**config.mk**
```make
export PLATFORM = sky130hd
export DESIGN_NAME = rate_sched_flat
export DESIGN_NICKNAME = d
export VERILOG_FILES = /design/src/rtl/rate_pkg.sv /design/src/rtl/rate_sched_if.sv /design/src/rtl/rr_arb2.sv /design/src/rtl/rate_sched.sv /design/src/flat_wrapper.sv
export SDC_FILE = /design/constraint.sdc
export NUM_CORES = 1
export LEC_CHECK = 0
export CORE_MARGIN = 2
export CORE_UTILIZATION = 45
export CTS_CLUSTER_SIZE = 24
export DETAILED_ROUTE_END_ITERATION = 8
export GPL_ROUTABILITY_DRIVEN = 0
export GPL_TIMING_DRIVEN = 0
export PLACE_DENSITY = 0.79
export RECOVER_POWER = 100
export SLEW_MARGIN = 20
export SYNTH_ARGS = -nofsm -noshare
export SYNTH_HDL_FRONTEND = slang
export SYNTH_SLANG_ARGS = --single-unit
```
**constraint.sdc**
```tcl
create_clock -name clk -period 1.7 [get_ports clk]
set_input_delay 0.255 -clock clk [delete_from_list [all_inputs] [get_ports clk]]
set_output_delay 0.255 -clock clk [all_outputs]
set_load 0.01 [all_outputs]
```
**src/rtl/rate_pkg.sv**
```systemverilog
// Shared types and constants for the divider rate scheduler.
// Holds the FSM state encoding, the tap-code type and the wait-counter sizing.
package rate_pkg;

    localparam int unsigned TIMEOUT_DEF = 8192;
    localparam int unsigned WAIT_W      = 14;

    // 00 selects /2^10 up to 11 selecting /2^13.
    typedef logic [1:0] tap_t;

    typedef enum logic [1:0] {
        IDLE,
        CHECK,
        WAIT_FALL,
        DONE
    } state_t;

    function automatic logic [1:0] grant_vec(input logic winner);
        return winner ? 2'b10 : 2'b01;
    endfunction

endpackage

```
**src/rtl/rate_sched_if.sv**
```systemverilog
// Request/grant and divider signals between the rate scheduler and its clients.
// The master side owns requests and the divider output; the slave side is the scheduler.
interface rate_sched_if;
    import rate_pkg::*;

    logic [1:0] req;
    tap_t       sel_a;
    tap_t       sel_b;
    logic       div_out;
    tap_t       load;
    logic [1:0] ack;
    logic       forced;
    logic       busy;

    modport master (
        output req, sel_a, sel_b, div_out,
        input  load, ack, forced, busy
    );

    modport slave (
        input  req, sel_a, sel_b, div_out,
        output load, ack, forced, busy
    );

endinterface

```
**src/rtl/rr_arb2.sv**
```systemverilog
// Two-way round-robin pick: the pointed-to requester wins when active,
// otherwise the other one does (only meaningful while req is non-zero).
module rr_arb2 (
    input  logic [1:0] req,
    input  logic       rr_ptr,
    output logic       winner
);

    assign winner = req[rr_ptr] ? rr_ptr : ~rr_ptr;

endmodule

```
**src/rtl/rate_sched.sv**
```systemverilog
// Arbitrates tap-change requests and applies the new tap on a falling edge of
// the divided clock, forcing the change if no edge arrives within TIMEOUT cycles.
module rate_sched
    import rate_pkg::*;
#(
    parameter int unsigned TIMEOUT = TIMEOUT_DEF
) (
    input logic         clk,
    input logic         rst,
    rate_sched_if.slave bus
);

    localparam logic [WAIT_W-1:0] WAIT_LAST = WAIT_W'(TIMEOUT - 1);
    localparam logic [WAIT_W-1:0] WAIT_MAX  = '1;

    state_t            state;
    tap_t              sel_pend;
    logic              rr_ptr;
    logic              winner;
    logic              winner_q;
    logic              div_q;
    logic              fall;
    logic [WAIT_W-1:0] wait_cnt;

    rr_arb2 u_arb (
        .req    (bus.req),
        .rr_ptr (rr_ptr),
        .winner (winner)
    );

    assign fall = div_q & ~bus.div_out;

    // NOTE: all state here uses <= so every flop samples pre-edge values,
    // and the async reset branch sits first so rst wins without a clock.
    always_ff @(posedge clk or posedge rst) begin
        if (rst) begin
            state      <= IDLE;
            bus.load   <= '0;
            bus.ack    <= '0;
            bus.forced <= 1'b0;
            bus.busy   <= 1'b0;
            rr_ptr     <= 1'b0;
            winner_q   <= 1'b0;
            div_q      <= 1'b0;
            wait_cnt   <= '0;
            sel_pend   <= '0;
        end else begin
            div_q      <= bus.div_out;
            bus.ack    <= '0;
            bus.forced <= 1'b0;
            unique case (state)
                IDLE: begin
                    if (bus.req != 2'b00) begin
                        winner_q <= winner;
                        sel_pend <= winner ? bus.sel_b : bus.sel_a;
                        bus.busy <= 1'b1;
                        state    <= CHECK;
                    end
                end
                CHECK: begin
                    if (sel_pend == bus.load) begin
                        bus.ack <= grant_vec(winner_q);
                        state   <= DONE;
                    end else begin
                        wait_cnt <= '0;
                        state    <= WAIT_FALL;
                    end
                end
                WAIT_FALL: begin
                    if (wait_cnt != WAIT_MAX) wait_cnt <= wait_cnt + WAIT_W'(1);
                    // A real edge beats a simultaneous timeout, so forced follows ~fall.
                    if (fall || wait_cnt == WAIT_LAST) begin
                        bus.load   <= sel_pend;
                        bus.ack    <= grant_vec(winner_q);
                        bus.forced <= ~fall;
                        state      <= DONE;
                    end
                end
                DONE: begin
                    rr_ptr   <= ~winner_q;
                    bus.busy <= 1'b0;
                    state    <= IDLE;
                end
                default: state <= IDLE;
            endcase
        end
    end

endmodule

```
**src/flat_wrapper.sv**
```systemverilog
// flat-port wrapper written by rule: the top's interface ports become plain ports
module rate_sched_flat import rate_pkg::*;
#(
    parameter int unsigned TIMEOUT = TIMEOUT_DEF
)
  (clk, rst, bus_req, bus_sel_a, bus_sel_b, bus_div_out, bus_load, bus_ack, bus_forced, bus_busy);
  rate_sched_if bus_i ();
  input logic clk;
  input logic rst;
  input wire logic [$bits(bus_i.req)-1:0] bus_req;
  input wire logic [$bits(bus_i.sel_a)-1:0] bus_sel_a;
  input wire logic [$bits(bus_i.sel_b)-1:0] bus_sel_b;
  input wire logic [$bits(bus_i.div_out)-1:0] bus_div_out;
  output wire logic [$bits(bus_i.load)-1:0] bus_load;
  output wire logic [$bits(bus_i.ack)-1:0] bus_ack;
  output wire logic [$bits(bus_i.forced)-1:0] bus_forced;
  output wire logic [$bits(bus_i.busy)-1:0] bus_busy;
  assign bus_i.req = bus_req;
  assign bus_i.sel_a = bus_sel_a;
  assign bus_i.sel_b = bus_sel_b;
  assign bus_i.div_out = bus_div_out;
  assign bus_load = bus_i.load;
  assign bus_ack = bus_i.ack;
  assign bus_forced = bus_i.forced;
  assign bus_busy = bus_i.busy;
  rate_sched #(.TIMEOUT(TIMEOUT)) u_core (.clk(clk), .rst(rst), .bus(bus_i));
endmodule
```
==> Yosys cells after proc, flatten, opt, wreduce, memory -nomap -nowiden <==
Cells that the tools add are included.
{ "totals": {"regBits": 27, "latchBits": 0, "mem_bits_rw": 0, "mem_bits_ro": 0, "output_inout_bits": 6, "wordCells": 56, "memories": 0} }
{ "classes": {"n_addsub": 1, "mul": 0, "div_mod_pow": 0, "order_cmp": 1, "eq_ne": 10, "shifts": 0, "n_mux": 19, "n_bitwise": 5, "reduce_logical": 10} }
{ "op_table": {"columns": ["operator", "n"], "rows": [
  ["14-bit two-way mux", 2],
  ["14-bit case mux with 2 select lines", 1],
  ["14-bit by 1-bit adder with 14-bit output (second input constant)", 1],
  ["14-bit by 13-bit equality test with 1-bit output (second input constant)", 1],
  ["14-bit != test (second input constant)", 1],
  ["2-bit two-way mux", 6],
  ["2-bit case mux with 4 select lines", 1],
  ["2-bit AND reduction", 4],
  ["1-bit two-way mux", 7],
  ["2-bit by 1-bit != test with 1-bit output (second input constant)", 3],
  ["2-bit nonzero test", 3],
  ["2-bit equality test (second input constant)", 2],
  ["1-bit NOT", 4],
  ["2-bit case mux with 2 select lines", 1],
  ["3-bit AND reduction", 1],
  ["2-bit by 1-bit equality test with 1-bit output (second input constant)", 1],
  ["2-bit equality test", 1],
  ["2-bit zero test", 1],
  ["1-bit by 2-bit < comparator with 1-bit output (second input constant)", 1],
  ["2-bit != test (second input constant)", 1],
  ["1-bit case mux with 2 select lines", 1],
  ["1-bit bitwise AND", 1],
  ["1-bit logical OR", 1]
]} }

==> Longest topological paths before layout <==
{ "depth": {"ltp_word": 5, "depth_mapped": 6} }

==> Modules after synthesis <==
From an unflattened synthesis, not the netlist that was laid out.
{ "hier_totals": {"hier_cells": 159, "area_unflattened_um2": 1521.5} }
{ "modules_own_cells": {"columns": ["mod", "instances", "cells_each", "area_each_um2", "seq_area_each_um2"], "rows": [
  ["rate_sched", 1, 157, 1512.7, 675.6],
  ["rr_arb2", 1, 2, 8.8, 0.0]
]} }

==> Least setup slack after synthesis <==
OpenSTA, ideal clock, no wires.
{ "synth_path": {"kind": "register to register", "from": "register u_core.state[0]", "to": "register u_core.wait_cnt[3]", "setup_ns": 0.126, "arrival_time_ns": 1.634, "path_slack_ns": -0.060, "path_stages_with_launch": 7, "path_buffers": 0, "synth_period_minus_slack_ns": 1.760, "path_cell_list": "dfrtp_1 > inv_1 > ha_1 > inv_1 > a31o_2 > a31o_2 > a221o_1"} }
{ "synth_between": {"elab_chain_cells": 3, "word_cells_on_any_way": 7, "classes_between": "4 x eq/ne; 1 x mux; 2 x reduce/logical"} }
{ "synth_lines": {"columns": ["element", "line", "source"], "rows": [
  ["start: declaration", "rate_sched.sv:16", "state_t state;"],
  ["start signal: assignment", "rate_sched.sv:37", "state <= IDLE;"],
  ["start signal: assignment", "rate_sched.sv:57", "state <= CHECK;"],
  ["start signal: assignment", "rate_sched.sv:63", "state <= DONE;"],
  ["2-bit equality test / 2-bit by 1-bit equality test with 1-bit output (equally long branches)", "rate_sched.sv:51", "unique case (state)"],
  ["2-bit by 1-bit != test with 1-bit output (no source line), or another cell as far along", null, null],
  ["3-bit AND reduction (no source line)", null, null],
  ["end signal: assignment", "rate_sched.sv:70", "if (wait_cnt != WAIT_MAX) wait_cnt <= wait_cnt + WAIT_W'(1);"],
  ["end: declaration", "rate_sched.sv:23", "logic [WAIT_W-1:0] wait_cnt;"]
]} }
Parallel ways exist; a longest one is shown, timed or not.
A chain may end at the register's enable or synchronous reset.

==> Worst setup path in the final report <==
Ends and elaborated chain as after synthesis.

==> metrics <==
arrival time worst endpoint ~1.9 ns; max-slew violation count 0; routed vias/inst 6.05; hold_ws 0.506 ns; GRT Resource Usage Total between 20% and 30%; Pleak about 0.83 nW; power consumption just over 3 mW; Reg clk slew, reported paths roughly 0.15 ns; RSZ-0062 raised after global routing true; largest net degree at the start of global routing 28; EDFF count, synth 0; Finished Cell Area approximately 2000 µm²; failing checks negative setup slack; setup tns final -0.000980 ns; Setup violations, final 1; fin nets ~200; Max VDD drop ~0.00095 V; 1st-pass router iterations 4; WS Path Type reg2reg; Yosys reg bits 27; Root Buffer clkbuf_4; worst-path cell chain inv_2 > ha_4 > inv_6 > a31o_4 > a31o_4 > a221o_1; vias in the first global route about 1300; Req. time, crit path roughly 1.9 ns; CP startpoint u_core.state[0]$_DFFE_PP0P_; Antenna diodes 0; register area share after synthesis between 40% and 50%; Top FF cell, synth dfrtp_1; Slowest-stage cell, CP dfrtp_1; Worst Hold Launch bus_div_out; Die X ~62 µm; initial antenna violation count 0; clk buf depth 2; yosys warns 0; layout cells sized above 1 30.3%; Worst setup EP type register; worst-margin pin slew a little over 1 ns; Starting Density 48.1%; CP peak stage delay ~0.42 ns; Cell Area, Synth around 1500 µm²; clk_skew 0.00315 ns; worst-skew pair later-pin latency approximately 0.33 ns; fin crit period approximately 1.7 ns; Clock Sinks 27; number of max-cap violations 0; ANT nets after route 0; total core area about 3100 µm²; num rows 20; first-pass GRT wire length around 6000 µm; drt initial violations around 110; Synth cell types 43; synthesized area per cell approximately 10 µm²; Die H slightly above 60 µm; Async SR Flop Fraction 100%; Num CTS Buffers 3; wire length per cell 17.4 µm; Synthesized Nets roughly 170; CP dominant cell by count a31o_4; Final period util 100%; Overflow after GRT 0; # DRC 0; CTS tree done; Top Ports 15; Syn Inst Count 150; FF-to-FF Start u_core.state[0]$_DFFE_PP0P_; status complete, but fails checks; Routed Wire Length just under 4000 µm; Syn-to-layout area delta 35.4%; Fin. Hold Viols 0; Buffers on Ports 14; Slew Limit Headroom 30.7%; DP HPWL around 2500 µm; dpl cell area roughly 1700 µm²; PD cells between 1500 and 2000 nW/µm²; Worst setup SP type register; vias approximately 1400; Worst Hold Class in2reg; dpl ws -0.340 ns; Final WS setup -0.000980 ns; Die Area between 3000 and 4000 µm²; H-tree depth 1; Max Fanout on Critical Path 6; Fmax 588 MHz
[cell usage after synthesis, types with 2 or more instances]
library cell | n | area [µm²]
and3_1 | 3 | 18.8
dfrtp_1 | 27 | 676
nor4_1 | 2 | 12.5
mux2i_1 | 6 | 60.1
a31oi_1 | 15 | 93.8
inv_1 | 11 | 41.3
nand3_1 | 6 | 30.0
nand4_1 | 3 | 18.8
nand2_1 | 14 | 52.6
nand2b_1 | 4 | 25.0
nor3_1 | 5 | 25.0
ha_1 | 6 | 75.1
nor2b_1 | 2 | 12.5
mux2_2 | 2 | 22.5
xnor2_1 | 2 | 17.5
o21ai_0 | 8 | 40.0
a21oi_1 | 2 | 10.0
a31o_2 | 3 | 26.3
nor2_1 | 5 | 18.8
[final cells by class]
| type | instances | area, µm² |
|---|---|---|
| Fill cell | 250 | 1090 |
| Multi-Input combinational cell | 112 | 950 |
| Sequential cell | 27 | 682 |
| Timing Repair Buffer | 30 | 264 |
| Tap cell | 44 | 55.1 |
| Inverter | 11 | 50.0 |
| Clock buffer | 3 | 22.5 |
| Clock inverter | 1 | 7.51 |
| Buffer | 1 | 5.00 |
[placed cells by master (no fill, tap or decap), types with 4 or more instances in the layout]
| master | instances |
|---|---|
| dfrtp_2 | 5 |
| clkdlybuf4s50_1 | 12 |
| ha_4 | 4 |
| inv_1 | 7 |
| nand2b_1 | 4 |
| buf_4 | 15 |
| nand3_1 | 5 |
| nor2_1 | 4 |
| dfrtp_1 | 22 |
| a31oi_1 | 15 |
| nand2_1 | 13 |
| o21ai_0 | 7 |
| nor3_1 | 4 |
| mux2i_1 | 6 |
[stage by stage]
| stage | util [%] | cells |
|---|---|---|
| floorplan | - | 150 |
| global placement | 55.4 | 208 |
| detailed placement | 55.4 | 208 |
| CTS | 60.7 | 222 |
| global route | 65.1 | 229 |
| finish | 65.1 | 229 |
[layer usage]
layer  GRT usage [%]  up-vias  part of all wire, %
li1                -      652                    -
met1            24.0      679                   39
met2            41.1       49                   56
met3            3.73        6                  4.3
met4            6.99        0                  1.0
met5               0        -                    0
[sequential cells by signal, indices dropped and copies added (netlist names)]
register           flops
u_core.state           2
u_core.bus.forced      1
u_core.winner_q        1
u_core.rr_ptr          1
u_core.div_q           1
u_core.bus.busy        1
u_core.wait_cnt       14
u_core.bus.load        2
u_core.bus.ack         2
u_core.sel_pend        2
[logic make-up after synthesis]
| group | share of synthesized area [%] |
|---|---|
| xor gates and xnor gates | 1.16 |
| adders and majority gates | 4.99 |
| buffers and inverters | 2.99 |
| DFF | 44.9 |
| AOI/OAI and AO/OA | 19.1 |
| and+or+nand+nor | 21.3 |
| muxes | 5.49 |
[report_power, final]
group / switching, mW / internal, mW
clock: 0.196 / 0.0901
sequential: 0.131 / 0.781
combinational: 0.987 / 0.923
total: 1.31 / 1.79
[critical path, delay by kind of cell, from the launching register on]
| kind | cells | cell delay [ns] |
|---|---|---|
| AO/OA/AOI/OAI | 3 | 0.75 |
| adder cells (fa/ha/maj) | 1 | 0.30 |
| buffers and inverters | 2 | 0.13 |
| flip-flops | 1 | 0.42 |
[repair_timing]
action                                  in CTS  in global routing
hold buffers                                 0                  0
endpoints found under the setup margin      20                 18
buffers inserted                             9                  7
gates resized for setup                     14                 18
pin swaps                                    4                  4
cloned                                       1                  0
[final timing paths]
check                                                  endpoint  slack (ns)  cells after the start
min in group asynchronous           u_core.bus.forced$_DFF_PP0_        0.60                      2
worst max register to register   u_core.wait_cnt[3]$_DFFE_PP0P_      -0.001                      6
worst min-delay path                     u_core.div_q$_DFF_PP0_        0.51                      1
worst min register to register      u_core.bus.ack[0]$_DFF_PP0_        0.54                      1
worst max-delay path             u_core.wait_cnt[3]$_DFFE_PP0P_      -0.001                      6
max in group asynchronous       u_core.wait_cnt[10]$_DFFE_PP0P_        0.42                      2
Note: power is estimated with default switching activity, not from simulation.
